$ cat src/rtl/instr_memory_if.sv
// Fetch, program-load and CPU-observation signals of the instruction memory.
// The memory uses the slave modport and the CPU/loader side uses the master modport.
interface instr_memory_if;
  logic [31:0] instr_address;
  logic [31:0] instr_readdata;
  logic        load_valid;
  logic        load_ready;
  logic [31:0] load_data;
  logic        load_last;
  logic        loaded;
  logic        active;
  logic [31:0] register_v0;
  logic        done;
  logic [31:0] result;
  logic        fault;
  logic [15:0] cycles;

  modport slave (
    input  instr_address, load_valid, load_data, load_last, active, register_v0,
    output instr_readdata, load_ready, loaded, done, result, fault, cycles
  );

  modport master (
    output instr_address, load_valid, load_data, load_last, active, register_v0,
    input  instr_readdata, load_ready, loaded, done, result, fault, cycles
  );
endinterface

$ cat src/rtl/instr_memory.sv
// Loadable instruction ROM for a MIPS-style core.
// The ROM is loaded word by word, serves fetches while the program runs, and halts on a jump to 0 or on a timeout.
module instr_memory #(
  parameter int unsigned DEPTH_WORDS = 64,
  parameter logic [31:0] BASE_ADDR   = 32'hBFC00000,
  parameter logic [15:0] TIMEOUT     = 16'd1000
) (
  input  logic          clk,
  input  logic          reset,
  input  logic          clk_enable,
  instr_memory_if.slave bus
);
  localparam int unsigned IW = (DEPTH_WORDS > 1) ? $clog2(DEPTH_WORDS) : 1;
  localparam int unsigned PW = $clog2(DEPTH_WORDS + 1);

  typedef enum logic [1:0] {S_LOAD, S_RUN, S_HALT} state_t;

  state_t        state, state_nxt;
  logic [PW-1:0] wptr, wptr_nxt;
  logic          loaded_q, loaded_nxt;
  logic          done_q, done_nxt;
  logic          fault_q, fault_nxt;
  logic [31:0]   result_q, result_nxt;
  logic [15:0]   cycles_q, cycles_nxt;
  logic [15:0]   cycles_inc;
  logic [31:0]   mem [DEPTH_WORDS];
  logic [29:0]   word_idx;
  logic          in_range;
  logic          readable;
  logic          unused_active;

  // The CPU activity flag is informational only.
  assign unused_active = bus.active;

  assign word_idx = 30'((bus.instr_address - BASE_ADDR) >> 2);
  assign in_range = (bus.instr_address >= BASE_ADDR) && (bus.instr_address[1:0] == 2'b00) &&
                    (word_idx < 30'(DEPTH_WORDS));
  assign readable = (state == S_RUN) && in_range && (word_idx < 30'(wptr));

  // Words not yet loaded read as nop, so stale contents after a reset stay invisible.
  assign bus.instr_readdata = readable ? mem[IW'(word_idx)] : 32'h0000_0000;
  assign bus.load_ready     = (state == S_LOAD);
  assign bus.loaded         = loaded_q;
  assign bus.done           = done_q;
  assign bus.fault          = fault_q;
  assign bus.result         = result_q;
  assign bus.cycles         = cycles_q;

  always_ff @(posedge clk) begin
    if (reset && clk_enable && (state == S_LOAD) && bus.load_valid) begin
      mem[IW'(wptr)] <= bus.load_data;
    end
  end

  always_ff @(posedge clk) begin
    if (!reset) begin
      state    <= S_LOAD;
      wptr     <= '0;
      loaded_q <= 1'b0;
      done_q   <= 1'b0;
      fault_q  <= 1'b0;
      result_q <= '0;
      cycles_q <= '0;
    end else if (clk_enable) begin
      state    <= state_nxt;
      wptr     <= wptr_nxt;
      loaded_q <= loaded_nxt;
      done_q   <= done_nxt;
      fault_q  <= fault_nxt;
      result_q <= result_nxt;
      cycles_q <= cycles_nxt;
    end
  end

  assign cycles_inc = (cycles_q == 16'hFFFF) ? cycles_q : cycles_q + 16'd1;

  always_comb begin
    state_nxt  = state;
    wptr_nxt   = wptr;
    loaded_nxt = loaded_q;
    done_nxt   = done_q;
    fault_nxt  = fault_q;
    result_nxt = result_q;
    cycles_nxt = cycles_q;
    case (state)
      S_LOAD: begin
        if (bus.load_valid) begin
          wptr_nxt = wptr + PW'(1);
          if (bus.load_last || (wptr_nxt == PW'(DEPTH_WORDS))) begin
            state_nxt  = S_RUN;
            loaded_nxt = 1'b1;
          end
        end
      end
      S_RUN: begin
        cycles_nxt = cycles_inc;
        // A jump to 0 takes priority over a timeout landing on the same edge.
        if (bus.instr_address == 32'h0000_0000) begin
          state_nxt  = S_HALT;
          done_nxt   = 1'b1;
          result_nxt = bus.register_v0;
        end else begin
          if (!in_range) begin
            fault_nxt = 1'b1;
          end
          if (cycles_inc == TIMEOUT) begin
            state_nxt  = S_HALT;
            done_nxt   = 1'b1;
            fault_nxt  = 1'b1;
            result_nxt = bus.register_v0;
          end
        end
      end
      S_HALT: begin
      end
      default: state_nxt = S_LOAD;
    endcase
  end
endmodule

$ cat src/flat_wrapper.sv
// flat-port wrapper written by rule: the top's interface ports become plain ports
module instr_memory_flat 
#(
  parameter int unsigned DEPTH_WORDS = 64,
  parameter logic [31:0] BASE_ADDR   = 32'hBFC00000,
  parameter logic [15:0] TIMEOUT     = 16'd1000
)
  (clk, reset, clk_enable, bus_instr_address, bus_load_valid, bus_load_data, bus_load_last, bus_active, bus_register_v0, bus_instr_readdata, bus_load_ready, bus_loaded, bus_done, bus_result, bus_fault, bus_cycles);
  instr_memory_if bus_i ();
  input  logic clk;
  input  logic reset;
  input  logic clk_enable;
  input wire logic [$bits(bus_i.instr_address)-1:0] bus_instr_address;
  input wire logic [$bits(bus_i.load_valid)-1:0] bus_load_valid;
  input wire logic [$bits(bus_i.load_data)-1:0] bus_load_data;
  input wire logic [$bits(bus_i.load_last)-1:0] bus_load_last;
  input wire logic [$bits(bus_i.active)-1:0] bus_active;
  input wire logic [$bits(bus_i.register_v0)-1:0] bus_register_v0;
  output wire logic [$bits(bus_i.instr_readdata)-1:0] bus_instr_readdata;
  output wire logic [$bits(bus_i.load_ready)-1:0] bus_load_ready;
  output wire logic [$bits(bus_i.loaded)-1:0] bus_loaded;
  output wire logic [$bits(bus_i.done)-1:0] bus_done;
  output wire logic [$bits(bus_i.result)-1:0] bus_result;
  output wire logic [$bits(bus_i.fault)-1:0] bus_fault;
  output wire logic [$bits(bus_i.cycles)-1:0] bus_cycles;
  assign bus_i.instr_address = bus_instr_address;
  assign bus_i.load_valid = bus_load_valid;
  assign bus_i.load_data = bus_load_data;
  assign bus_i.load_last = bus_load_last;
  assign bus_i.active = bus_active;
  assign bus_i.register_v0 = bus_register_v0;
  assign bus_instr_readdata = bus_i.instr_readdata;
  assign bus_load_ready = bus_i.load_ready;
  assign bus_loaded = bus_i.loaded;
  assign bus_done = bus_i.done;
  assign bus_result = bus_i.result;
  assign bus_fault = bus_i.fault;
  assign bus_cycles = bus_i.cycles;
  instr_memory #(.DEPTH_WORDS(DEPTH_WORDS), .BASE_ADDR(BASE_ADDR), .TIMEOUT(TIMEOUT)) u_core (.clk(clk), .reset(reset), .clk_enable(clk_enable), .bus(bus_i));
endmodule
$ cat config.mk
export PLATFORM = sky130hd
export DESIGN_NAME = instr_memory_flat
export DESIGN_NICKNAME = d
export VERILOG_FILES = /design/src/rtl/instr_memory_if.sv /design/src/rtl/instr_memory.sv /design/src/flat_wrapper.sv
export SDC_FILE = /design/constraint.sdc
export NUM_CORES = 2
export LEC_CHECK = 0
export ABC_AREA = 1
export ABC_CLOCK_PERIOD_IN_PS = 6000
export BUFFER_PORTS_ARGS = -buffer_cell sky130_fd_sc_hd__buf_4
export CAP_MARGIN = 15
export CELL_PAD_IN_SITES_DETAIL_PLACEMENT = 1
export CELL_PAD_IN_SITES_GLOBAL_PLACEMENT = 2
export CORE_UTILIZATION = 44
export CTS_CLUSTER_DIAMETER = 30
export DETAILED_ROUTE_END_ITERATION = 8
export HOLD_SLACK_MARGIN = 0.06
export PLACE_DENSITY_LB_ADDON = 0.1
export SLEW_MARGIN = 0
export SYNTH_ARGS = -nofsm -noshare
export SYNTH_HDL_FRONTEND = slang
export SYNTH_SLANG_ARGS = --single-unit
$ cat constraint.sdc
create_clock -name clk -period 6 [get_ports clk]
set_input_delay 1.5 -clock clk [delete_from_list [all_inputs] [get_ports clk]]
set_output_delay 1.5 -clock clk [all_outputs]
set_load 0.05 [all_outputs]
==> impl_metrics.yaml <==
status:
  status: "finished clean"
timing:
  tns_ns: 0
  worst_slack_ns: 0.220
  hold_viol_final: 0
  worst_slew_pin_slew_ns: 1.10
  setup_viol: 0
  max_slew_margin: 0.267
  whs_ns: 0.450
  drv_slew: 0
  max_freq_mhz: 173
  rsz0062_at_grt: "false"
  fin_crit_ns: 5.78
  finClkSkew_ns: 0.0414
  timing.final.crit_share: 0.963
synthesis:
  yosysMostFrequentCell: "edfxtp_1"
  synth_cells: 7005
  synthTopCellsByCount: "2048 x edfxtp_1, 1717 x nand2_1, 1333 x nand3_1"
  ys_async_sr_fraction: 0
  synth_fp_nets: 7115
  synth_area_leaders: "edfxtp_1 73%, nand3_1 7.9%, nand2_1 7.6%"
  yosysUniqueCellTypes: 45
  syn_area_per_cell_um2: 12.1
  yosysSeqAreaShare: 0.740
  syn_area_um2: 84700
  ys.flop_type: "edfxtp_1"
  yosys_warnings: 0
  synth_largest_area_cell: "edfxtp_1"
  synth-seq-cells: 2108
  synth_top_area_share: 0.726
  synth_edf_count: 2048
placed_design:
  port_buffers: 184
  place_area_um2: 90600
  dp_cells: 9485
  hpwl_um: 154000
  gp_congestion: 0.790
  pre_cts_ws_ns: 0.296
route:
  firstDrtPassIters: 8
  drt.antenna.violating_nets: 0
  drt-total-wl_um: 289000
  dr_total_vias: 60100
  drc: 0
  wl_per_cell_um: 27.9
  routed_via_density: 5.80
  drt_iter0_drc: 4791
floorplanning:
  start_util: 0.444
  dieArea_um2: 194000
  dieHeight_um: 441
  fp.coreArea_um2: 191000
  die_x_um: 441
  rows: 160
  io_pins: 186
cts:
  tritoncts: "done"
  hold_buffers: 0
  postCtsSetupBuffers: 0
  clk_pin_slew_ns: 0.04
  ctsHtreeMaxLevel: 5
  clk_latency_ns: 0.97
  cts_inserted_buffers: 480
  clockBufferDepth: 4
  root_buffer: "clkbuf_16"
  ctsResizeCount: 0
  clock_sinks: 2108
setup_path:
  worst_ep_required_time_ns: 4.50
  r2r_start: "u_core.state[1]"
  crit_path_max_fanout: 31
  worstSetupEndpoint: "bus_instr_readdata[4]"
  cp.arrival_ns: 4.28
  startpoint: "bus_instr_address[2]"
  critPathKind: "input port to primary output"
  regToRegSetupSlack_ns: 2.31
  reg2reg_depth: 10
  timing.rr.end: "u_core.mem[53][28]"
  critPathLaunchType: "input port"
  worstSetupEndpointType: "primary output"
min_path:
  hp-start: "u_core.bus.fault"
  hp-class: "flop to flop"
flow_run:
  max-cap-violations: 0
cells_and_area:
  final-seq-area_um2: 62700
  drive_gt1_frac: 0.161
  layout.nets: 7566
  stdcell_count: 10400
  syn2layout_area_growth_pct: 26.0
  fillerInstances: 18800
  multi_input_area_um2: 20200
  design_area_um2: 107000
power:
  ir_worst_vdd_mv: 0.279
  leakagePower_nw: 38.2
  power.density_nw_per_um2: 414
global_route:
  grt_pass1_vias: 63100
  grt_max_degree: 108
  antenna_found_initial: 8
  overflow: 0
  grt_use_total: 0.296
  grt_pass1_wl_um: 419000
final cells by class:
class	instances	share of cell area
clock inverter	327	0.0352
multi-input combinational	4331	0.190
antenna	8	0.000188
clock buffer	545	0.116
timing repair buffer	436	0.0389
sequential	2108	0.587
tap	2511	0.0294
inverter	99	0.00379
cells by family after synthesis:
group                      Yosys count  synth area share
DFF                               2108             0.740
adders and majority gates            8           0.00118
xor gates and xnor gates             7          0.000724
buffers and inverters              566            0.0268
and+or+nand+nor                   3570             0.180
AOI/OAI and AO/OA                  746            0.0517
worst min path at each step:
stage | endpoint | slack (ns) | depth (start not counted)
floorplan | u_core.wptr[6] | 0.47 | 2
global placement | u_core.bus.loaded | 0.44 | 2
detailed placement | u_core.bus.fault | 0.44 | 2
CTS | u_core.bus.fault | 0.45 | 2
global route | u_core.bus.fault | 0.48 | 2
finish | u_core.bus.fault | 0.45 | 2
worst max-delay path, stage by stage:
cell and delay (ns):
buf_8 0.13, inv_8 0.16, nand2_1 0.33, inv_4 0.18
buf_12 0.24, buf_4 0.26, a211oi_1 0.12, o21ai_0 0.26
nand3_1 0.16, nand3_1 0.35, nand2_1 0.10, nor2_1 0.19
buf_4 0.24
placed cells by master (no fill, tap or decap), types with 4 or more instances in the layout:
| cell type | netlist | layout |
|---|---|---|
| diode_2 | 0 | 8 |
| o31ai_1 | 9 | 9 |
| nand3_2 | 3 | 4 |
| a221o_1 | 4 | 4 |
| a21oi_1 | 246 | 246 |
| a211oi_1 | 124 | 124 |
| a22oi_1 | 28 | 28 |
| inv_6 | 0 | 9 |
| dfxtp_1 | 60 | 60 |
| xor2_1 | 7 | 7 |
| nand2_2 | 5 | 5 |
| o221ai_1 | 6 | 6 |
| clkinv_4 | 0 | 20 |
| clkbuf_16 | 0 | 484 |
| nand4_1 | 18 | 18 |
| o21ai_0 | 264 | 264 |
| bufinv_16 | 0 | 77 |
| edfxtp_1 | 2048 | 2048 |
| buf_4 | 0 | 364 |
| o211ai_1 | 18 | 18 |
| clkinv_2 | 0 | 96 |
| nand2_1 | 1717 | 1717 |
| nor4_1 | 4 | 4 |
| nor3_1 | 14 | 13 |
| clkbuf_1 | 303 | 60 |
| inv_1 | 93 | 89 |
| clkinv_1 | 2 | 77 |
| o2111ai_1 | 14 | 14 |
| o22ai_1 | 7 | 7 |
| a22o_1 | 8 | 8 |
| clkinvlp_4 | 0 | 46 |
| nand3_1 | 1333 | 1332 |
| a221oi_1 | 6 | 6 |
| nor2_1 | 466 | 401 |
| buf_12 | 0 | 68 |
| nor2_4 | 2 | 66 |
| ha_1 | 8 | 8 |
| nor2_2 | 3 | 4 |
report_power, final:
group | internal (W) | switching (W)
registers | 0.0162 | 0.0000180
clock network | 0.0179 | 0.00815
logic | 0.000502 | 0.00145
total | 0.0346 | 0.00962
sequential cells by signal, summed over array words and instances, names as in the netlist:
signal,cells
u_core.bus.cycles,16
u_core.mem,2048
u_core.state,2
u_core.bus.result,32
u_core.bus.fault,1
u_core.bus.done,1
u_core.bus.loaded,1
u_core.wptr,7
through the flow:
stage	total power (W)	utilization
floorplan	0.0175	-
global placement	0.0184	0.475
detailed placement	0.0184	0.475
CTS	0.0445	0.559
global route	0.0453	0.560
finish	0.0442	0.560
routing by layer:
layer,GRT usage,wire length (um),part of all wire,vias to the layer above
met2,0.497,143000,0.49,2002
met3,0.0455,16200,0.056,505
met5,0,27,0.000094,-
met1,0.390,121000,0.42,31200
met4,0.106,9030,0.031,4
li1,-,-,-,26400
No activity file was read; power rests on OpenSTA's default activity.
